### src/rtl/mul12_err_monitor.sv
// Error-statistics monitor for a 12x12 approximate multiplier: recomputes the exact product
// with a 12-step shift-add and accumulates sum/max of |exact - O| plus the erroneous-sample count.
module mul12_err_monitor #(
  parameter int unsigned CNT_W = 16,
  parameter int unsigned ACC_W = 40
) (
  input  logic             clk,
  input  logic             rst,
  input  logic             start,
  input  logic [CNT_W-1:0] num_samples,
  input  logic             in_valid,
  output logic             in_ready,
  input  logic [11:0]      in_a,
  input  logic [11:0]      in_b,
  input  logic [23:0]      in_o,
  output logic             busy,
  output logic             done,
  output logic [ACC_W-1:0] sum_abs_err,
  output logic [23:0]      max_abs_err,
  output logic [11:0]      max_err_a,
  output logic [11:0]      max_err_b,
  output logic [CNT_W-1:0] err_count
);

  typedef enum logic [2:0] {StIdle, StAccept, StMul, StUpdate, StDone} state_e;

  state_e           state_q, state_d;
  logic [CNT_W-1:0] remaining_q;
  logic [11:0]      a_q, b_q, b_sh_q;
  logic [23:0]      a_sh_q, o_q, prod_q;
  logic [3:0]       step_q;
  logic             zero_done_q;
  logic [23:0]      err;

  assign err = (prod_q >= o_q) ? (prod_q - o_q) : (o_q - prod_q);

  always_comb begin
    state_d = state_q;
    unique case (state_q)
      StIdle:   if (start && (num_samples != '0)) state_d = StAccept;
      StAccept: if (in_valid) state_d = StMul;
      StMul:    if (step_q == 4'd11) state_d = StUpdate;
      StUpdate: state_d = (remaining_q == CNT_W'(1)) ? StDone : StAccept;
      StDone:   state_d = StIdle;
      default:  state_d = StIdle;
    endcase
  end

  assign in_ready = (state_q == StAccept);
  assign busy     = (state_q != StIdle);
  // An empty window pulses done from IDLE so that busy never rises.
  assign done     = (state_q == StDone) || zero_done_q;

  always_ff @(posedge clk or posedge rst) begin
    if (rst) begin
      state_q     <= StIdle;
      remaining_q <= '0;
      a_q         <= '0;
      b_q         <= '0;
      b_sh_q      <= '0;
      a_sh_q      <= '0;
      o_q         <= '0;
      prod_q      <= '0;
      step_q      <= '0;
      zero_done_q <= 1'b0;
      sum_abs_err <= '0;
      max_abs_err <= '0;
      max_err_a   <= '0;
      max_err_b   <= '0;
      err_count   <= '0;
    end else begin
      state_q     <= state_d;
      zero_done_q <= 1'b0;
      unique case (state_q)
        StIdle: begin
          if (start) begin
            sum_abs_err <= '0;
            max_abs_err <= '0;
            max_err_a   <= '0;
            max_err_b   <= '0;
            err_count   <= '0;
            remaining_q <= num_samples;
            zero_done_q <= (num_samples == '0);
          end
        end
        StAccept: begin
          if (in_valid) begin
            a_q    <= in_a;
            b_q    <= in_b;
            o_q    <= in_o;
            a_sh_q <= {12'd0, in_a};
            b_sh_q <= in_b;
            prod_q <= '0;
            step_q <= '0;
          end
        end
        StMul: begin
          if (b_sh_q[0]) prod_q <= prod_q + a_sh_q;
          a_sh_q <= a_sh_q << 1;
          b_sh_q <= b_sh_q >> 1;
          step_q <= step_q + 4'd1;
        end
        StUpdate: begin
          sum_abs_err <= sum_abs_err + ACC_W'(err);
          // Strict compare: ties keep the earlier sample's operands.
          if (err > max_abs_err) begin
            max_abs_err <= err;
            max_err_a   <= a_q;
            max_err_b   <= b_q;
          end
          if (err != '0) err_count <= err_count + CNT_W'(1);
          remaining_q <= remaining_q - CNT_W'(1);
        end
        default: ;
      endcase
    end
  end

endmodule
### config.mk
export PLATFORM = sky130hd
export DESIGN_NAME = mul12_err_monitor
export DESIGN_NICKNAME = d
export VERILOG_FILES = /design/src/rtl/mul12_err_monitor.sv
export SDC_FILE = /design/constraint.sdc
export NUM_CORES = 1
export LEC_CHECK = 0
export CORE_MARGIN = 2
export CORE_UTILIZATION = 45
export DETAILED_ROUTE_END_ITERATION = 10
export PLACE_DENSITY = 0.67
export SLEW_MARGIN = 10
export SYNTH_ARGS = -nofsm -noshare
export SYNTH_HDL_FRONTEND = slang
export SYNTH_SLANG_ARGS = --single-unit
### constraint.sdc
create_clock -name clk -period 7.1 [get_ports clk]
set_input_delay 0.71 -clock clk [delete_from_list [all_inputs] [get_ports clk]]
set_output_delay 0.71 -clock clk [all_outputs]
set_load 0.01 [all_outputs]
## After elaboration in Yosys (flattened, before gate mapping)

Index checks and enable logic that the tools add are counted.

| cells by class | value |
|---|---|
| add/sub/neg operators | 7 |
| magnitude comparators | 2 |
| eq/ne operators | 13 |
| mux-type cells | 32 |
| reductions and logical operators | 16 |

Operators by type and width:

| kind | number |
|---|---|
| $mux 24 | 6 |
| $pmux 24 s2 | 3 |
| $pmux 40 s2 | 1 |
| $pmux 12 s2 | 3 |
| $pmux 16 s2 | 2 |
| $mux 12 | 4 |
| $mux 16 | 3 |
| $sub 24x24->24 | 2 |
| $add 40x24->40 | 1 |
| $mux 40 | 1 |
| $add 24x24->24 | 1 |
| $ge 24x24->1 | 1 |
| $gt 24x24->1 | 1 |
| $reduce_bool 24->1 | 1 |
| $add 16x1->16 const B | 1 |
| $eq 16x1->1 const B | 1 |
| $logic_not 16->1 | 1 |
| $reduce_bool 16->1 | 1 |
| $sub 16x1->16 const B | 1 |
| $ne 2x2->1 const B | 7 |
| $mux 3 | 4 |
| $pmux 3 s4 | 1 |
| $reduce_and 3->1 | 4 |
| $pmux 4 s2 | 1 |
| other kinds (13) | 18 |

| word-level totals | value |
|---|---|
| bits in registers | 236 |
| input bits | 68 |
| output and inout bits | 107 |
| word-level logic and storage cells | 85 |

## Depth between registers and ports, before layout

Gate-level depths: netlist (run 1).

| logic depth | value |
|---|---|
| word-level depth | 5 |
| depth in mapped cells | 29 |
| gate-level depth less buffers | 26 |

## Worst setup path after synthesis (run 1)

No wires, ideal clock.

| timing path | value |
|---|---|
| path type | register to register |
| from | register prod_q[0] |
| to | register sum_abs_err[27] |
| library setup time | 79 ps |
| arrival | 5723 ps |
| slack | 1298 ps |
| stages on the path, launching flop included | 27 |
| buffers on the path | 3 |
| path through | dfrtp_1 inv_1 ha_1 inv_1 fa_1 a211oi_2 o211ai_1 nand2_1 a221o_1 a21oi_4 buf_2 buf_2 clkbuf_1 mux2i_1 xor2_1 ha_1 a2111oi_0 o21ai_0 a221oi_1 a211oi_1 o31a_1 o21ai_0 nand2b_1 a211o_1 a22oi_1 nand2b_1 mux2i_1 |

| on the way | value |
|---|---|
| cells in the longest elaborated chain, start to end | 4 |

RTL lines:

| item | RTL line | text |
|---|---|---|
| from (decl) | 30 | `logic [23:0] a_sh_q, o_q, prod_q;` |
| from (signal assigned) | 98 | `if (b_sh_q[0]) prod_q <= prod_q + a_sh_q;` |
| $sub 24x24->24 / $ge 24x24->1 (equally long branches) | 35 | `assign err = (prod_q >= o_q) ? (prod_q - o_q) : (o_q - prod_q);` |
| $mux 24 * | 35 |  |
| $add 40x24->40 * | 104 | `sum_abs_err <= sum_abs_err + ACC_W'(err);` |
| $pmux 40 s2 * | 74 | `unique case (state_q)` |
| to (signal assigned) | 104 |  |
| to (decl) | 18 | `output logic [ACC_W-1:0] sum_abs_err,` |

Every way passes the cells marked *; elsewhere a longest branch is shown, timed or not.
A chain may end at the register's enable or synchronous reset.

## Worst setup path after layout (run 1)

| timing path | value |
|---|---|
| from | register prod_q[6] |
| to | register sum_abs_err[31] |

The elaborated chain is that of the path after synthesis.

==> results.md, run 1 <==
- Status: finished clean
- Register area share after synthesis: 0.385
- Worst-Margin Slew: 1.04 ns
- Yosys warning total: 0
- Reg-to-Reg Start: prod_q[6]
- HP Class: flip-flop to flip-flop
- Routed vias: 13654
- Hold path cells: 2
- Post-Route Skew: ~0.013 ns
- Num ports: about 180
- RSZ-0062 raised after global routing: no
- Final setup vio count: 0
- Detailed Routing Iterations Pass 1: 5
- Reg-to-Reg End: sum_abs_err[31]
- Min Tclk post-route: 6.31 ns
- Number of global-route vias before repair: approximately 13000
- Leak pwr: around 0.0085 µW
- Asr flop ratio synth: 1.00
- Setup crit end kind: flip-flop
- Setup TNS: 0 ns
- Post-synthesis cell type count: 78
- Resize count post-CTS: 0
- WP data required: around 7.6 ns
- Max transition margin: 0.308
- Max-Cap Viols: 0
- DP HPWL: 31400 µm
- Reg2reg path depth: 21
- R2R Setup Slk: 0.79 ns
- Top FF cell, synth: dfrtp_1
- Hold path startpoint: a_q[7]
- Total GRT Usage: 0.236
- Worst setup SP type: flip-flop
- P per Cell Area: 580 mW/mm²
- Avg Cell Area, Syn: ~8.4 µm²
- Antenna violations before repair: 1
- Initial DRC Count: 864
- CTS clk-pin slew, worst paths: approximately 0.06 ns
- Gate Count Post-Synth: 1823
- Seq cells post-synth: 236
- Row count: 67
- Post-CTS Hold Buffers: 0
- Clk_lat worst skew: around 0.56 ns
- I/O Buffers: approximately 170
- EDFF count, synth: 0
- Antenna Nets Post-Route: 0
- DRC: 0
- Initial Utilization: 0.458
- Die ar.: between 0.03 and 0.04 mm²
- GP Congestion: 0.901
- Seq. cell area: approximately 0.0059 mm²
- Post-synthesis cell area: 0.0153 mm²
- Slew Limit Fails: 0
- Crit-path max FO: 25
- Vias per cell: 5.61
- Final worst path period share: 0.888
- Core box area: about 0.034 mm²
- CTS tree: done
- Post-Synthesis Net Count: between 2000 and 2500
- Area of the multi-input gates: around 0.0086 mm²
- Number of fill cells: 3107
- Final Hold Viols: 0
- Worst hold endpoint: max_err_a[7]
- NumNets Final: approximately 2200
- Fin Hold WS: ~0.47 ns
- Area growth syn-to-layout: 20.2%
- Total clock sinks: ~240
- Max Freq: around 0.16 GHz
- CTS root buf: clkbuf_16
- CTS Buffer Depth: 3
- Worst vdd ir: roughly 0.30 mV
- CTS Buf Count: 27
- Layout cells sized above 1: 0.0529
- Drt wl/cell: around 17 µm
- First-pass GRT wire length: between 60000 and 70000 µm
- Crit Path Category: flip-flop to flip-flop
- Data arrival, critical path: ~6.8 ns
- Htree depth: 1
- # Post-CTS Setup Buffers: 0
- Pin count of the biggest net entering global routing: between 150 and 200
- Final WL: 42500 µm
- Global route total overflow: 0
- Die X: between 150 and 200 µm
- Die Y: between 150 and 200 µm
-- metrics by stage --
stage / worst slack [ns] / total power (µW) / std cells / utilization / cell area (µm²)
after floorplan: 1.30 / 7160 / 1823 / - / 15400
final: 0.794 / 10700 / 2434 / 0.550 / 18400
after global placement: 0.938 / 8970 / 2384 / 0.521 / 17500
after CTS: 0.762 / 10700 / 2433 / 0.550 / 18400
after detailed placement: 0.789 / 9120 / 2384 / 0.521 / 17500
after global routing: 0.216 / 11600 / 2434 / 0.550 / 18400
-- cell usage in the layout, fill, tap and decap left out, types with 20 or more instances in the layout --
master             n
and3_1            30
inv_1            134
o211ai_1          20
o31ai_1           33
ha_1             124
dfrtp_1          236
nor2_1            65
nor3_1            37
buf_4             21
xnor2_1           37
a21oi_1          108
clkdlybuf4s50_1  174
o21ai_0          157
nand2_1          349
nand3_1           86
clkbuf_16         27
a21o_1            35
xor2_1            27
mux2i_1           29
-- where the power goes --
part	switching (µW)	leakage, µW	internal, µW
sequential	366	0.00309	1810
clock	587	0.000474	914
combinational	4210	0.00493	2800
-- critical path, stage by stage, from the launching register on --
cell and delay (ns):
dfrtp_1 0.42, ha_1 0.56, nand2_1 0.16, o31a_1 0.32
a221o_1 0.35, a21oi_4 0.59, mux2i_1 0.30, xor2_1 0.36
ha_1 0.35, o21a_1 0.20, o21ai_0 0.30, a21oi_1 0.12
a221oi_1 0.44, a211oi_1 0.18, o31a_1 0.32, o21ai_0 0.15
nand2b_1 0.12, a211o_1 0.30, a22oi_1 0.18, buf_4 0.19
nand2b_1 0.13, mux2i_1 0.17
-- worst max-delay path by stage --
stage	slack, ns	startpoint	end	cells past startpoint
global route	0.22	prod_q[4]	max_err_b[5]	21
CTS	0.76	prod_q[4]	sum_abs_err[35]	21
floorplan	1.30	prod_q[0]	sum_abs_err[27]	26
global placement	0.94	prod_q[4]	sum_abs_err[29]	21
detailed placement	0.79	prod_q[4]	sum_abs_err[33]	21
finish	0.79	prod_q[6]	sum_abs_err[31]	21
-- Yosys cell counts, types with 8 or more instances --
cell type | number | area, µm²
nand2b_1 | 17 | 106
o21ai_2 | 9 | 78.8
o21ai_0 | 157 | 786
ha_1 | 124 | 1550
buf_1 | 9 | 33.8
o31ai_1 | 33 | 248
a21o_1 | 35 | 263
nor2b_1 | 12 | 75.1
buf_2 | 10 | 50.1
nand3_1 | 86 | 430
clkbuf_1 | 57 | 214
dfrtp_1 | 236 | 5910
xnor2_1 | 37 | 324
nand2_1 | 350 | 1310
nor3_1 | 38 | 190
mux2i_1 | 29 | 290
nand4_1 | 19 | 119
and3_1 | 30 | 188
a21oi_1 | 108 | 541
o21a_1 | 10 | 75.1
o211ai_1 | 20 | 150
or3_1 | 10 | 62.6
nor2_1 | 66 | 248
inv_1 | 135 | 507
and2_1 | 10 | 62.6
nor4_1 | 8 | 50.1
xor2_1 | 27 | 236
o21bai_1 | 14 | 105
-- cell type report --
type                            count  share of cell area
Multi-Input combinational cell   1369               0.466
Sequential cell                   236               0.320
Timing Repair Buffer              196               0.104
Clock buffer                       33              0.0395
Tap cell                          448              0.0304
Inverter                          135              0.0277
Clock inverter                     16              0.0123
Antenna cell                        1            0.000136
-- logic make-up after synthesis --
family,count (synthesis),synth area share
DFF,236,0.385
adders and majority gates,128,0.106
AOI/OAI and AO/OA,472,0.196
muxes,30,0.0196
xor gates and xnor gates,65,0.0376
buffers and inverters,218,0.0563
and+or+nand+nor,674,0.199
-- registers in the layout, indices dropped and copies added (netlist names) --
register / flops
sum_abs_err: 40
a_sh_q: 24
max_abs_err: 24
o_q: 24
prod_q: 24
err_count: 16
remaining_q: 16
a_q: 12
b_q: 12
b_sh_q: 12
max_err_a: 12
max_err_b: 12
step_q: 4
state_q: 3
zero_done_q: 1
-- metal layers --
metal | vias to the layer above | GRT usage | routed length [µm]
met1 | 6575 | 0.338 | 20200
met5 | - | 0 | 0
met3 | 59 | 0.0259 | 1920
met2 | 364 | 0.387 | 19700
li1 | 6656 | - | -
met4 | 0 | 0.0502 | 752
(Power assumes the default switching activity.)
==> run 2: changes to the inputs <==
- CTS_CLUSTER_DIAMETER: not set -> 80
==> results.md, run 2 (synthesis gave the netlist of run 1 again) <==
- Min Tclk post-route: roughly 6.3 ns
- CP max-delay cell: a21oi_4
- Routed vias: around 14000
- Htree depth: 1
- Most frequent cells in the layout: 349 x nand2_1, 236 x dfrtp_1, 174 x clkdlybuf4s50_1
- Area growth syn-to-layout: 20.3%
- Most flops, register: sum_abs_err
- CTS Buf Count: 28
- Final worst path period share: 0.891
- Inst Count DP: 2384
- CTS Buffer Depth: 3
- I/O Buffers: 174
- Fin util: 0.550
- Dpl ws: 0.789 ns
- Post-CTS Hold Buffers: 0
- Slew Limit Fails: 0
- HP Class: flip-flop to flip-flop
- DP HPWL: 31400 µm
- Vias per cell: between 5 and 6
- # Post-CTS Setup Buffers: 0
- Crit-path max FO: 25
- Worst vdd ir: around 0.30 mV
- Status: finished clean
- Clk_lat worst skew: between 0.5 and 0.6 ns
- NumNets Final: 2162
- Number of global-route vias before repair: about 13000
- Area of placed instances: approximately 0.017 mm²
- Antenna violations before repair: 1
- Die ar.: approximately 0.036 mm²
- Final setup vio count: 0
- Total GRT Usage: 0.236
- Max stage delay on crit path: 0.59 ns
- Total clock sinks: roughly 240
- Die Y: 189 µm
- Worst setup slack after layout: 0.772 ns
- Num ports: ~180
- First-pass GRT wire length: approximately 70000 µm
- Commonest non-fill, non-tap cell in the layout: nand2_1
- Setup TNS: 0 ns
- Data arrival, critical path: between 6 and 7 ns
- Max-Cap Viols: 0
- Row count: 67
- Final Hold Viols: 0
- Detailed Routing Iterations Pass 1: 5
- Post-Route Skew: ~0.016 ns
- Crit Path Category: flip-flop to flip-flop
- Leak pwr: between 0.008 and 0.009 µW
- WP data required: between 7 and 8 ns
- Core box area: 0.0335 mm²
- Resize count post-CTS: 0
- Initial DRC Count: ~1000
- DRC: 0
- Worst setup SP type: flip-flop
- CTS clk-pin slew, worst paths: 0.06 ns
- Initial Utilization: 0.458
- Fin cells: between 2000 and 2500
- CP Cell Sequence: ha_1 -> o21ai_1 -> o211ai_1 -> nand2_1 -> a221o_1 -> a21oi_4 -> mux2i_1 -> xor2_1 -> ha_1 -> a2111oi_0 -> o21ai_0 -> a221oi_1 -> a211oi_1 -> o31a_1 -> o21ai_0 -> nand2b_1 -> a211o_1 -> a22oi_1 -> buf_4 -> nand2b_1 -> mux2i_1
- CTS tree: done
- RSZ-0062 raised after global routing: no
- Worst-Margin Slew: roughly 1.0 ns
- Max reg flops: 40
- Setup crit end kind: flip-flop
- Max transition margin: 0.316
- Final WL: ~42000 µm
- Die X: between 150 and 200 µm
- CTS root buf: clkbuf_16
- Layout cells sized above 1: 0.0544
- Finished Cell Area: ~0.018 mm²
- Max Freq: about 0.16 GHz
- Antenna Nets Post-Route: 0
- P per Cell Area: between 500 and 600 mW/mm²
- Global route total overflow: 0
- Drt wl/cell: between 15 and 20 µm
- GP Congestion: roughly 0.90
- Pin count of the biggest net entering global routing: roughly 170
==> run 2: cell count changes in the layout (fill, tap and decap cells not counted), sizes merged <==
cell | previous run | this run
clkbuf | 33 | 32
clkinv | 8 | 13
inv | 136 | 135
bufinv | 5 | 4
==> run 2: final timing paths <==
kind	endpoint	start	cells past startpoint	slack (ns)
worst min register to register	max_err_a[7]	a_q[7]	2	0.47
min in group asynchronous	max_err_b[11]	rst	3	0.79
worst min-delay path	max_err_a[7]	a_q[7]	2	0.47
worst max register to register	sum_abs_err[31]	prod_q[4]	21	0.77
worst max-delay path	sum_abs_err[31]	prod_q[4]	21	0.77
max in group asynchronous	o_q[0]	rst	4	4.83
==> run 2: power by group <==
part | internal [µW] | switching (µW) | leakage [µW]
logic | 2800 | 4200 | 0.00493
registers | 1810 | 367 | 0.00309
clock network | 896 | 608 | 0.000483
total | 5500 | 5180 | 0.00851
==> run 2: through the flow <==
| stage | hold WS, ns | total power, µW |
|---|---|---|
| 6_report | 0.469 | 10700 |
| 3_5_place_dp | 0.463 | 9120 |
| 4_1_cts | 0.471 | 10700 |
| 3_3_place_gp | 0.457 | 8970 |
| 5_1_grt | 0.489 | 11700 |
| 2_1_floorplan | 0.446 | 7160 |
==> run 2: per-layer routing <==
metal  track usage  wire length, µm  up-vias
li1              -                -     6649
met1         0.337            20000     6577
met2         0.385            19600      356
met3        0.0263             1900       58
met4        0.0556              837        0
met5             0                0        -
==> run 2: critical path: cells and delay by family, from the launching register on <==
kind / cells / cell delay, ns
fa+ha+maj: 2 / 0.93
buf+inv: 1 / 0.19
flops: 1 / 0.41
xor+xnor: 1 / 0.36
compound gates: 12 / 3.52
mux: 2 / 0.46
simple gates: 3 / 0.36
==> run 2: area by class of cell <==
class	count	area (µm²)
Timing Repair Buffer	196	1920
Inverter	135	510
Multi-Input combinational cell	1369	8590
Clock inverter	19	236
Sequential cell	236	5910
Antenna cell	1	2.50
Clock buffer	32	736
Fill cell	3086	15100
Tap cell	448	561
